## src/rtl/hash_table.sv

```systemverilog
// Shared widths and record types for the hash-table pipeline stages.
package hash_table;

    parameter int unsigned KEY_WIDTH        = 32;
    parameter int unsigned VALUE_WIDTH      = 32;
    parameter int unsigned BUCKET_WIDTH     = 8;
    parameter int unsigned TABLE_ADDR_WIDTH = 10;

    typedef enum logic [1:0] {
        OpSearch = 2'd0,
        OpInsert = 2'd1,
        OpDelete = 2'd2,
        OpNop    = 2'd3
    } ht_opcode_e;

    typedef struct packed {
        logic [KEY_WIDTH-1:0]   key;
        logic [VALUE_WIDTH-1:0] value;
        ht_opcode_e             opcode;
    } ht_command_t;

    typedef struct packed {
        ht_command_t                 cmd;
        logic [BUCKET_WIDTH-1:0]     bucket;
        logic [TABLE_ADDR_WIDTH-1:0] head_ptr;
        logic                        head_ptr_val;
    } ht_pdata_t;

endpackage

```

## src/rtl/head_ptr_lookup.sv

```systemverilog
// Hashes each command key to a bucket, reads that bucket's head pointer from a fixed-latency
// RAM and queues {cmd, bucket, head pointer} in order for the data-table search stage.
module head_ptr_lookup #(
    parameter int unsigned KEY_WIDTH    = hash_table::KEY_WIDTH,
    parameter int unsigned BUCKET_WIDTH = hash_table::BUCKET_WIDTH,
    parameter int unsigned A_WIDTH      = hash_table::TABLE_ADDR_WIDTH,
    parameter int unsigned RD_LATENCY   = 2,
    parameter int unsigned FIFO_DEPTH   = 4
) (
    input  logic                    clk_i,
    input  logic                    rst_n_i,
    input  hash_table::ht_command_t cmd_i,
    input  logic                    cmd_valid_i,
    output logic                    cmd_ready_o,
    output logic [BUCKET_WIDTH-1:0] head_rd_addr_o,
    output logic                    head_rd_en_o,
    input  logic [A_WIDTH-1:0]      head_rd_ptr_i,
    input  logic                    head_rd_ptr_val_i,
    output hash_table::ht_pdata_t   task_o,
    output logic                    task_valid_o,
    input  logic                    task_ready_i
);

    import hash_table::*;

    localparam int unsigned NumChunks = (KEY_WIDTH + BUCKET_WIDTH - 1) / BUCKET_WIDTH;
    localparam int unsigned PadWidth  = NumChunks * BUCKET_WIDTH;
    localparam int unsigned PtrW      = $clog2(FIFO_DEPTH);
    localparam int unsigned CntW      = $clog2(FIFO_DEPTH + 1);

    localparam logic [CntW-1:0] CntOne   = CntW'(1);
    localparam logic [CntW-1:0] DepthCnt = CntW'(FIFO_DEPTH);
    localparam logic [CntW:0]   DepthLim = (CntW + 1)'(FIFO_DEPTH);
    localparam logic [PtrW-1:0] PtrOne   = PtrW'(1);

    typedef struct packed {
        logic                    vld;
        ht_command_t             cmd;
        logic [BUCKET_WIDTH-1:0] bucket;
    } stage_t;

    localparam int unsigned PipeBits = RD_LATENCY * $bits(stage_t);

    logic [PadWidth-1:0]     key_pad;
    logic [BUCKET_WIDTH-1:0] bucket;
    logic                    accept;
    logic                    fifo_wr;
    logic                    fifo_rd;

    stage_t                  stage_in;
    stage_t                  stage_out;
    stage_t [RD_LATENCY-1:0] pipe_q, pipe_d;

    ht_pdata_t               wr_entry;
    ht_pdata_t               mem_q [FIFO_DEPTH];

    logic [PtrW-1:0]         wr_ptr_q, wr_ptr_d;
    logic [PtrW-1:0]         rd_ptr_q, rd_ptr_d;
    logic [CntW-1:0]         inflight_q, inflight_d;
    logic [CntW-1:0]         count_q, count_d;
    logic [CntW:0]           occupancy_d;
    logic                    ready_q, ready_d;

    // Bucket hash: XOR fold of the key in BUCKET_WIDTH chunks, top chunk zero-padded.
    assign key_pad = PadWidth'(cmd_i.key);

    always_comb begin
        bucket = '0;
        for (int i = 0; i < int'(NumChunks); i++) begin
            bucket = bucket ^ key_pad[i*BUCKET_WIDTH +: BUCKET_WIDTH];
        end
    end

    assign accept         = cmd_valid_i & ready_q;
    assign head_rd_en_o   = accept;
    assign head_rd_addr_o = bucket;
    assign cmd_ready_o    = ready_q;

    // Shift pipeline that tracks each read so its cmd meets the RAM data on the same cycle.
    always_comb begin
        stage_in        = '0;
        stage_in.vld    = accept;
        stage_in.cmd    = cmd_i;
        stage_in.bucket = bucket;
    end

    assign pipe_d    = PipeBits'({pipe_q, stage_in});
    assign stage_out = pipe_q[RD_LATENCY-1];
    assign fifo_wr   = stage_out.vld;

    always_comb begin
        wr_entry              = '0;
        wr_entry.cmd          = stage_out.cmd;
        wr_entry.bucket       = stage_out.bucket;
        wr_entry.head_ptr     = head_rd_ptr_i;
        wr_entry.head_ptr_val = head_rd_ptr_val_i;
    end

    assign task_valid_o = (count_q != '0);
    assign task_o       = mem_q[rd_ptr_q];
    assign fifo_rd      = task_valid_o & task_ready_i;

    always_comb begin
        wr_ptr_d = fifo_wr ? wr_ptr_q + PtrOne : wr_ptr_q;
        rd_ptr_d = fifo_rd ? rd_ptr_q + PtrOne : rd_ptr_q;
    end

    always_comb begin
        inflight_d = inflight_q;
        if (accept && !fifo_wr) begin
            inflight_d = inflight_q + CntOne;
        end else if (!accept && fifo_wr) begin
            inflight_d = inflight_q - CntOne;
        end

        count_d = count_q;
        if (fifo_wr && !fifo_rd) begin
            count_d = count_q + CntOne;
        end else if (!fifo_wr && fifo_rd) begin
            count_d = count_q - CntOne;
        end
    end

    // Every outstanding RAM read already owns a FIFO slot, so returning data is never dropped.
    always_comb begin
        occupancy_d = {1'b0, inflight_d} + {1'b0, count_d};
        ready_d     = (occupancy_d < DepthLim);
    end

    always_ff @(posedge clk_i or negedge rst_n_i) begin
        if (!rst_n_i) begin
            pipe_q     <= '0;
            wr_ptr_q   <= '0;
            rd_ptr_q   <= '0;
            inflight_q <= '0;
            count_q    <= '0;
            ready_q    <= 1'b0;
            mem_q      <= '{default: '0};
        end else begin
            pipe_q     <= pipe_d;
            wr_ptr_q   <= wr_ptr_d;
            rd_ptr_q   <= rd_ptr_d;
            inflight_q <= inflight_d;
            count_q    <= count_d;
            ready_q    <= ready_d;
            if (fifo_wr) begin
                mem_q[wr_ptr_q] <= wr_entry;
            end
        end
    end

    a_no_overflow: assert property (@(posedge clk_i) disable iff (!rst_n_i)
        fifo_wr |-> ((count_q != DepthCnt) || fifo_rd));

    a_ready_budget: assert property (@(posedge clk_i) disable iff (!rst_n_i)
        ready_q |-> (({1'b0, inflight_q} + {1'b0, count_q}) < DepthLim));

endmodule

```

## config.mk

```make
export PLATFORM = sky130hd
export DESIGN_NAME = head_ptr_lookup
export DESIGN_NICKNAME = d
export VERILOG_FILES = /design/src/rtl/hash_table.sv /design/src/rtl/head_ptr_lookup.sv
export SDC_FILE = /design/constraint.sdc
export NUM_CORES = 1
export LEC_CHECK = 0
export CORE_UTILIZATION = 45
export DETAILED_ROUTE_END_ITERATION = 10
export PLACE_DENSITY = 0.73
export REMOVE_ABC_BUFFERS = 1
export SYNTH_ARGS = -nofsm -noshare
export SYNTH_HDL_FRONTEND = slang
export SYNTH_SLANG_ARGS = --single-unit
```

## constraint.sdc

```tcl
create_clock -name clk_i -period 3.5 [get_ports clk_i]
set_clock_uncertainty 0.2 [all_clocks]
set_input_delay 0.525 -clock clk_i [delete_from_list [all_inputs] [get_ports clk_i]]
set_output_delay 0.525 -clock clk_i [all_outputs]
set_load 0.01 [all_outputs]
```

==> reports/qor.json, run 1 <==
{
  "timing.hold.worst.class": "flip-flop to flip-flop",
  "ir_worst_vdd_v": 0.000522,
  "stdcell_area_mm2": 0.0236,
  "vias_per_cell": 5.13,
  "netSwitchingFraction_pct": 27.5,
  "hold_viol_final": 0,
  "flip_flop_and_latch_count_after_synthesis": 501,
  "pin_count": 177,
  "met3_capacity_usage_during_global_routing_pct": 3.28,
  "hpwlAfterDp_mm": 22.0,
  "timing_worst_slew_pin_value_ps": 844,
  "timing.setup.tns_ps": 0,
  "die-width_um": 210,
  "cts_htree_levels": 2,
  "seq_area_frac_synth_pct": 64.4,
  "synth_adder_area_share_pct": 0.707,
  "clk_root_buffer_cell": "clkbuf_16",
  "timing.critical_path.slowest_stage_cell": "dfrtp_4",
  "grt_pass1_vias": 10900,
  "number_of_vias_after_detailed_routing": 9660,
  "grt_max_degree": 97,
  "use_met2_pct": 27.5,
  "areaGrowthSynthToFinish_pct": 21.2,
  "timing.critical_path.arrival_ps": 2590,
  "detail_route.wirelength_mm": 36.3,
  "dpl-instance-area_mm2": 0.0217,
  "cellPowerDensity_mw_per_mm2": 976,
  "crit_path_max_fanout": 22,
  "outcome": "finished, final reports clean",
  "achievable-frequency_ghz": 0.302,
  "fin_worst_setup_slack_ps": 187,
  "synth_area_in_compound_gates_pct": 0.289,
  "synth_xor_xnor_area_share_pct": 1.44,
  "asyncSetResetFlopFracSynth_pct": 100,
  "clk-insertion-delay-late_ps": 570,
  "power_frac_clock_pct": 24.8,
  "rr_endpoint": "cmd_ready_o",
  "reg2reg_depth": 6,
  "die_footprint_mm2": 0.0441,
  "yosys.cell_types.count": 29,
  "synth_top_family_by_area": "multiplexers",
  "rsz0062_at_grt": "false",
  "cap_violations": 0,
  "finalSetupViolCount": 0,
  "clkSinkCount": 501,
  "place.gp.congestion": 0.697,
  "timing.max_slew.rel_slack_pct": 43.7,
  "worstSetupStartpoint": "rd_ptr_q[1]",
  "grt_antenna_before_repair": 1,
  "grt_first_pass_wirelength_mm": 59.2,
  "worst-endpoint-required_ps": 2770,
  "die_height_um": 210,
  "antenna_cells": 0,
  "static-leakage-power_uw": 0.0103,
  "grt_remaining_overflow": 0,
  "hold_critical_path_depth": 0,
  "power.share.combinational_pct": 35.6,
  "clkTransAtPathRegs_ps": 60,
  "drv_slew": 0,
  "multiInputGateArea_mm2": 0.00636,
  "drt_pre_antenna_iters": 4,
  "power.switching_uw": 6340,
  "rrSetupSlack_ps": 1020,
  "timing.setup.critical_path_class": "flip-flop to output pin",
  "route.antenna.remaining_nets": 0,
  "synth_area_mm2": 0.0195,
  "worst_setup_path_end_kind": "output pin",
  "tritoncts": "built",
  "timing.final.crit_share_pct": 94.7,
  "cts_resized": 0,
  "worst_hold_slack_ps": 143,
  "placeableCoreArea_mm2": 0.0423,
  "critical_path.max_stage_delay_ps": 680,
  "cts_max_path_buffers": 3,
  "synth-simple-area-share_pct": 0.469,
  "grt_use_met1_pct": 23.7,
  "crit_path_end": "task_o[18]",
  "synth-edff-count": 0,
  "start_util_pct": 46.0,
  "critical_path.startpoint_type": "flip-flop",
  "port-buffer-count": 176,
  "finalNetCount": 1357,
  "sequentialPowerShare_pct": 39.6,
  "crit_chain": "buf_4 > mux4_2 > clkdlybuf4s50_1",
  "layout.area.seq_mm2": 0.0125,
  "layout_min_cycle_time_ps": 3310,
  "multiplexer_fraction_of_the_synthesized_cell_area_pct": 29.7,
  "drive_gt1_share_pct": 42.0,
  "synth.yosys.warnings": 0,
  "drc": 0,
  "drt-initial-drc-count": 382,
  "tritoncts.num_buffers": 51,
  "ys_dominant_reg_cell": "dfrtp_1",
  "synth_cells": 1071,
  "internal_portion_of_total_power_uw": 16700,
  "grt.total_usage_pct": 17.2,
  "route.detailed.wl_per_inst_um": 19.3,
  "critical_path.reg2reg.startpoint": "fifo_wr",
  "preCtsSetupSlack_ps": 447,
  "gr-max-usage-layer": "met2",
  "placementRows": 75,
  "fillers": 3263,
  "avg_synthesized_cell_area_um2": 18.2
}
[through the flow]
stage	std cells	utilization [%]	total power, uW
finish	1882	55.8	23000
global route	1882	55.8	24300
CTS	1877	55.7	23300
detailed placement	1783	51.4	17500
global placement	1783	51.4	17200
floorplan	1005	-	13900
[how the worst min path moves through the flow]
stage	slack [ps]	start	end
final	140	pipe_d[106]	pipe_q[106]
after global routing	150	pipe_d[149]	fifo_wr
after CTS	140	cmd_i[27]	pipe_d[110]
after detailed placement	130	pipe_d[103]	pipe_q[103]
after global placement	130	pipe_d[113]	pipe_q[113]
after floorplan	30	rst_n_i	cmd_ready_o
[cell usage after synthesis, drive strengths merged, types with 2 or more instances]
cell | n | share of area, %
nand2 | 9 | 0.22
a21oi | 2 | 0.051
clkbuf | 3 | 0.058
xnor2 | 21 | 0.94
mux4 | 85 | 9.8
nand2b | 2 | 0.064
xor2 | 11 | 0.49
ha | 11 | 0.71
dfrtp | 501 | 64
mux2i | 2 | 0.10
o21ai | 2 | 0.051
inv | 7 | 0.13
a31oi | 2 | 0.064
mux2 | 341 | 20
buf | 63 | 2.9
[cells in the final DEF (no fill, tap or decap), types with 2 or more instances in the layout]
master / n
mux4_2: 85
mux2_2: 341
dfrtp_4: 2
nand2b_1: 2
clkdlybuf4s50_1: 175
dfrtp_1: 499
buf_12: 11
nand2_4: 4
clkbuf_1: 8
nand2_1: 5
xor2_1: 11
clkbuf_16: 53
a31oi_1: 2
inv_6: 2
inv_1: 7
ha_1: 11
mux2i_1: 2
clkinv_2: 8
buf_4: 19
clkbuf_8: 15
xnor2_1: 21
bufinv_16: 6
o21ai_0: 2
a21oi_1: 2
[flip-flops by register name, indices dropped and copies added (netlist names)]
| name | count |
|---|---|
| pipe_d | 75 |
| count_q | 3 |
| inflight_q | 3 |
| rd_ptr_q | 2 |
| wr_ptr_q | 2 |
| pipe_q | 74 |
| fifo_wr | 1 |
| cmd_ready_o | 1 |
| mem_q | 340 |
[layout make-up]
class	count	area share [%]
flip-flops and latches	501	53.1
multi-input cells	497	26.9
repair buffers	207	9.06
clock buffers	76	6.62
well taps	577	3.06
clock inverters	17	1.05
inverters	7	0.111
[layer usage]
metal | wire length, um | up-vias | share of wire, %
met3 | 1480 | 61 | 4.1
met4 | 826 | 0 | 2.3
met5 | 0 | - | 0
met1 | 16400 | 5167 | 45
li1 | - | 4261 | -
met2 | 17600 | 171 | 48
[cells by family after synthesis]
| logic type | Yosys count |
|---|---|
| flops | 501 |
| mux | 428 |
| buf+inv | 73 |
| xor+xnor | 32 |
| simple gates | 17 |
| fa+ha+maj | 11 |
| compound gates | 9 |
[worst max-delay path: cells and delay by family, from the launching register on]
| family | cells | cell delay (ps) |
|---|---|---|
| buffers and inverters | 2 | 940 |
| flip-flops | 1 | 680 |
| multiplexers | 1 | 360 |
[power by group through the flow]
stage	clock network, uW	registers, uW	logic [uW]
6_report	5710	9110	8210
5_1_grt	6090	9390	8800
4_1_cts	5870	9150	8310
3_5_place_dp	0	9240	8270
3_3_place_gp	0	9120	8090
2_1_floorplan	0	9060	4870
[repair_timing]
action / in CTS / in global routing
hold buffers: 1 / 0
setup endpoints to repair: 0 / 1
hold endpoints to repair: 66 / 0
buffers inserted: 0 / 5
Power figures use the tool's default switching activity.
==> run 2: changes to the inputs <==
--- a/config.mk
+++ b/config.mk
@@ -5,6 +5,7 @@
 export SDC_FILE = /design/constraint.sdc
 export NUM_CORES = 1
 export LEC_CHECK = 0
+export CORE_ASPECT_RATIO = 0.9
 export CORE_UTILIZATION = 45
 export DETAILED_ROUTE_END_ITERATION = 10
 export PLACE_DENSITY = 0.73
==> reports/qor.json, run 2 (synthesis results as in run 1) <==
{
  "finish.utilization_pct": 55.8,
  "outcome": "finished, final reports clean",
  "route.antenna.remaining_nets": 0,
  "vias_per_cell": 5.24,
  "dpl-instance-area_mm2": 0.0218,
  "place.gp.congestion": 0.709,
  "timing.final.crit_share_pct": 94.7,
  "worstSetupStartpoint": "rd_ptr_q[0]",
  "timing.max_slew.rel_slack_pct": 35.3,
  "rrSetupSlack_ps": 970,
  "grt_remaining_overflow": 0,
  "achievable-frequency_ghz": 0.302,
  "port-buffer-count": 176,
  "crit_path_max_fanout": 41,
  "crit_chain": "buf_12 > mux4_2 > clkdlybuf4s50_1",
  "timing.setup.critical_path_class": "flip-flop to output pin",
  "worstHoldStart": "pipe_d[143]",
  "sequentialPowerShare_pct": 39.7,
  "critical_path.max_stage_delay_ps": 570,
  "final_cell_mix": "dfrtp_1 (499), mux2_2 (341), clkdlybuf4s50_1 (175)",
  "clk-insertion-delay-late_ps": 570,
  "critical_path.reg2reg.startpoint": "fifo_wr",
  "grt_antenna_before_repair": 1,
  "grt_max_degree": 81,
  "rsz0062_at_grt": "false",
  "drt-initial-drc-count": 383,
  "crit_path_end": "task_o[76]",
  "timing_worst_slew_pin_value_ps": 970,
  "dr_wl_met3_mm": 1.51,
  "detail_route.wirelength_mm": 36.7,
  "finalSetupViolCount": 0,
  "cellPowerDensity_mw_per_mm2": 971,
  "worst_setup_path_end_kind": "output pin",
  "ir_worst_vdd_v": 0.000399,
  "drt_pre_antenna_iters": 4,
  "multiInputGateArea_mm2": 0.00636,
  "grt_first_pass_wirelength_mm": 60.0,
  "placementRows": 71,
  "drc": 0,
  "layout.area.seq_mm2": 0.0125,
  "die_footprint_mm2": 0.0441,
  "clkTransAtPathRegs_ps": 60,
  "wl_met1_mm": 16.3,
  "power.share.combinational_pct": 36.0,
  "antenna_cells": 0,
  "netSwitchingFraction_pct": 27.6,
  "power_frac_clock_pct": 24.3,
  "layout_min_cycle_time_ps": 3320,
  "number_of_vias_after_detailed_routing": 9688,
  "grt.total_usage_pct": 17.5,
  "drive_gt1_share_pct": 41.8,
  "clkSinkCount": 501,
  "top_layer_used": "met4",
  "critical_path.startpoint_type": "flip-flop",
  "cts_max_path_buffers": 3,
  "tritoncts": "built",
  "number_of_cells_after_detailed_placement": 1760,
  "worst-endpoint-required_ps": 2770,
  "hpwlAfterDp_mm": 22.0,
  "power.switching_uw": 6300,
  "die-width_um": 221,
  "fillers": 3227,
  "finalNetCount": 1358,
  "most_flop_heavy_register": "mem_q",
  "timing.hold.worst.class": "flip-flop to flip-flop",
  "tritoncts.num_buffers": 50,
  "pin_count": 177,
  "timing.critical_path.arrival_ps": 2590,
  "cts_htree_levels": 2,
  "rr_endpoint": "cmd_ready_o",
  "layout.cells.most_common": "dfrtp_1",
  "grt_pass1_vias": 10900,
  "route.detailed.wl_per_inst_um": 19.8,
  "cap_violations": 0,
  "die_height_um": 199,
  "reg2reg_depth": 6,
  "clk_root_buffer_cell": "clkbuf_16",
  "met2_wirelength_mm": 18.2,
  "stdcell_area_mm2": 0.0235,
  "hold_viol_final": 0,
  "internal_portion_of_total_power_uw": 16600,
  "static-leakage-power_uw": 0.0102,
  "finish.cell_count_without_fillers": 1850,
  "largest_reg_flops": 340,
  "drv_slew": 0,
  "worst_hold_slack_ps": 144,
  "placeableCoreArea_mm2": 0.0422,
  "timing.critical_path.slowest_stage_cell": "mux4_2",
  "areaGrowthSynthToFinish_pct": 20.9,
  "start_util_pct": 46.1
}
run 2: cell types whose count changed in the layout (fill, tap and decap cells not counted):
cell,previous run,this run
buf_12,11,14
inv_8,1,0
inv_6,2,1
buf_4,19,18
clkbuf_16,53,51
clkbuf_1,8,9
clkinv_2,8,7
run 2: worst min path at each step:
stage	depth (start not counted)	slack (ps)	end
after floorplan	0	30	cmd_ready_o
after global placement	0	130	pipe_q[113]
after detailed placement	0	130	pipe_q[110]
after CTS	0	140	pipe_q[141]
after global routing	0	150	pipe_q[143]
final	0	140	pipe_q[143]
run 2: critical path, delay by kind of cell (launching register included):
| kind | cells | cell delay, ps |
|---|---|---|
| muxes | 1 | 570 |
| buffers and inverters | 2 | 880 |
| DFF | 1 | 520 |
run 2: routing by layer:
| layer | vias to the layer above | global-route usage [%] |
|---|---|---|
| met3 | 50 | 3.56 |
| met5 | - | 0 |
| met1 | 5203 | 22.9 |
| met2 | 163 | 29.4 |
| met4 | 0 | 5.65 |
| li1 | 4272 | - |
run 2: repair_timing:
action | 4_1_cts | 5_1_grt
hold buffers | 1 | 0
buffers inserted | 0 | 0
endpoints found under the hold margin | 61 | 0
resized for setup | 0 | 0
run 2: metrics by stage:
| stage | total power, uW | worst slack (ps) | TNS [ps] |
|---|---|---|---|
| 6_report | 22900 | 184 | 0 |
| 5_1_grt | 24100 | 41.1 | 0 |
| 4_1_cts | 23200 | 97.0 | 0 |
| 3_5_place_dp | 17500 | 535 | 0 |
| 3_3_place_gp | 17200 | 528 | 0 |
| 2_1_floorplan | 13900 | -1290 | -110740 |
run 2: cell type report:
type                       count  area share (%)
clock inverter                14           0.951
tap                          547            2.91
timing repair buffer         209            9.31
multi-input combinational    497            27.0
clock buffer                  75            6.44
sequential                   501            53.3
inverter                       7           0.112
run 2: power by group through the flow:
stage / sequential [uW] / combinational, uW / clock [uW]
final: 9070 / 8230 / 5560
after global routing: 9340 / 8820 / 5950
after CTS: 9070 / 8410 / 5750
after detailed placement: 9150 / 8370 / 0
after global placement: 9000 / 8200 / 0
after floorplan: 9060 / 4870 / 0
==> run 3: changes to the inputs <==
--- a/config.mk
+++ b/config.mk
@@ -10,6 +10,7 @@
 export DETAILED_ROUTE_END_ITERATION = 10
 export PLACE_DENSITY = 0.73
 export REMOVE_ABC_BUFFERS = 1
+export SLEW_MARGIN = 25
 export SYNTH_ARGS = -nofsm -noshare
 export SYNTH_HDL_FRONTEND = slang
 export SYNTH_SLANG_ARGS = --single-unit
==> constraint.sdc (replaced) <==
create_clock -name clk_i -period 3.8 [get_ports clk_i]
set_clock_uncertainty 0.2 [all_clocks]
set_input_delay 0.57 -clock clk_i [delete_from_list [all_inputs] [get_ports clk_i]]
set_output_delay 0.57 -clock clk_i [all_outputs]
set_load 0.01 [all_outputs]
==> reports/qor.json, run 3 (synthesis results as in run 1) <==
{
  "critical_path.startpoint_type": "flip-flop",
  "post-layout-total-power_uw": 21100,
  "dpl-instance-area_mm2": 0.0218,
  "rrSetupSlack_ps": 1360,
  "drc": 0,
  "crit_chain": "buf_4 > mux4_2 > clkdlybuf4s50_1",
  "layout_min_cycle_time_ps": 3520,
  "pin_count": 177,
  "gr-max-usage-layer": "met2",
  "tritoncts": "built",
  "layout.area.seq_mm2": 0.0125,
  "route.antenna.remaining_nets": 0,
  "use_met2_pct": 29.4,
  "multiInputGateArea_mm2": 0.00636,
  "timing.setup.critical_path_class": "flip-flop to output pin",
  "worst_setup_path_end_kind": "output pin",
  "outcome": "finished, final reports clean",
  "timing_worst_slew_pin_value_ps": 813,
  "die-width_um": 221,
  "drv_slew": 0,
  "placementRows": 71,
  "antenna_cells": 0,
  "grt_use_met1_pct": 23.6,
  "clk-insertion-delay-late_ps": 570,
  "timing.max_slew.rel_slack_pct": 45.8,
  "final_cell_mix": "dfrtp_1 (499), mux2_2 (341), clkdlybuf4s50_1 (175)",
  "finalNetCount": 1368,
  "timing.critical_path.slowest_stage_cell": "dfrtp_4",
  "rsz0062_at_grt": "false",
  "start_util_pct": 46.1,
  "clkSinkCount": 501,
  "grt_max_degree": 99,
  "grt_first_pass_wirelength_mm": 61.1,
  "critical_path.reg2reg.startpoint": "fifo_wr",
  "areaGrowthSynthToFinish_pct": 20.9,
  "grt.total_usage_pct": 17.7,
  "number_of_cells_after_detailed_placement": 1770,
  "path_buf_inv": 2,
  "timing.final.crit_share_pct": 92.7,
  "fillers": 3286,
  "grt_pass1_vias": 10900,
  "finish.utilization_pct": 55.8,
  "placeableCoreArea_mm2": 0.0422,
  "top_delay_family_on_crit_path": "buffers and inverters",
  "achievable-frequency_ghz": 0.284,
  "layout.cells.most_common": "dfrtp_1",
  "die_footprint_mm2": 0.0441,
  "largest_reg_flops": 340,
  "hold_viol_final": 0,
  "drt-initial-drc-count": 326,
  "static-leakage-power_uw": 0.0103,
  "holdPathEnd": "pipe_q[79]",
  "ir_worst_vdd_v": 0.000473,
  "rr_endpoint": "cmd_ready_o",
  "drive_gt1_share_pct": 42.0,
  "route.detailed.wl_per_inst_um": 20.2,
  "drt_pre_antenna_iters": 4,
  "timing.critical_path.arrival_ps": 2750,
  "met3_capacity_usage_during_global_routing_pct": 3.87,
  "detail_route.wirelength_mm": 37.6,
  "clk_root_buffer_cell": "clkbuf_16",
  "port-buffer-count": 176,
  "hold_critical_path_depth": 0,
  "vias_per_cell": 5.23,
  "clkTransAtPathRegs_ps": 60,
  "number_of_vias_after_detailed_routing": 9723,
  "worst-endpoint-required_ps": 3030,
  "stdcell_area_mm2": 0.0235,
  "finalSetupViolCount": 0,
  "grt_antenna_before_repair": 1,
  "finish.cell_count_without_fillers": 1860,
  "timing.hold.worst.class": "flip-flop to flip-flop",
  "crit_path_max_fanout": 18,
  "worst_hold_slack_ps": 142,
  "place.gp.congestion": 0.707,
  "most_flop_heavy_register": "mem_q",
  "cts_htree_levels": 2,
  "cts_max_path_buffers": 3,
  "worstHoldStart": "pipe_d[79]",
  "tritoncts.num_buffers": 50,
  "reg2reg_depth": 7,
  "critical_path.max_stage_delay_ps": 680,
  "die_height_um": 199,
  "cellPowerDensity_mw_per_mm2": 896,
  "grt_remaining_overflow": 0,
  "hpwlAfterDp_mm": 23.1,
  "cap_violations": 0
}
## run 3: changes by cell type in the layout (fill, tap and decap cells not counted), sizes merged
cell,delta
buf,+10
clkinvlp,+1
clkinv,-1
## run 3: layout make-up
| type | count | area share, % |
|---|---|---|
| Multi-Input combinational cell | 497 | 27.0 |
| Timing Repair Buffer | 219 | 9.36 |
| Clock buffer | 75 | 6.37 |
| Inverter | 7 | 0.112 |
| Sequential cell | 501 | 53.3 |
| Tap cell | 547 | 2.91 |
| Clock inverter | 14 | 0.962 |
## run 3: power by group
part | switching, uW | internal [uW]
sequential | 1090 | 7340
combinational | 2770 | 4780
clock | 1990 | 3120
total | 5860 | 15200
## run 3: worst max-delay path by stage
stage                     depth (start not counted)  slack (ps)           endpoint         from
after detailed placement                          4         710  head_rd_addr_o[3]    cmd_i[53]
after global placement                            4         730  head_rd_addr_o[3]    cmd_i[61]
after global routing                              3         130         task_o[31]  rd_ptr_q[0]
after CTS                                         3         170         task_o[31]  rd_ptr_q[0]
after floorplan                                   1       -1030          task_o[0]  rd_ptr_q[0]
final                                             3         280         task_o[31]  rd_ptr_q[0]
## run 3: repair_timing
item                                   in CTS  in global routing
setup buffers                               0                  0
hold buffers                                1                  0
endpoints found under the hold margin      79                  0
gates resized for setup                     0                  0
## run 3: through the flow
| step | setup TNS [ps] | worst slack [ps] |
|---|---|---|
| final | 0 | 276 |
| after CTS | 0 | 170 |
| after detailed placement | 0 | 707 |
| after global routing | 0 | 133 |
| after global placement | 0 | 727 |
| after floorplan | -88460 | -1030 |
## run 3: routing by layer
| layer | wire (um) | vias up |
|---|---|---|
| met5 | 0 | - |
| met2 | 18700 | 163 |
| met3 | 1690 | 45 |
| met1 | 16600 | 5230 |
| met4 | 607 | 0 |
| li1 | - | 4285 |
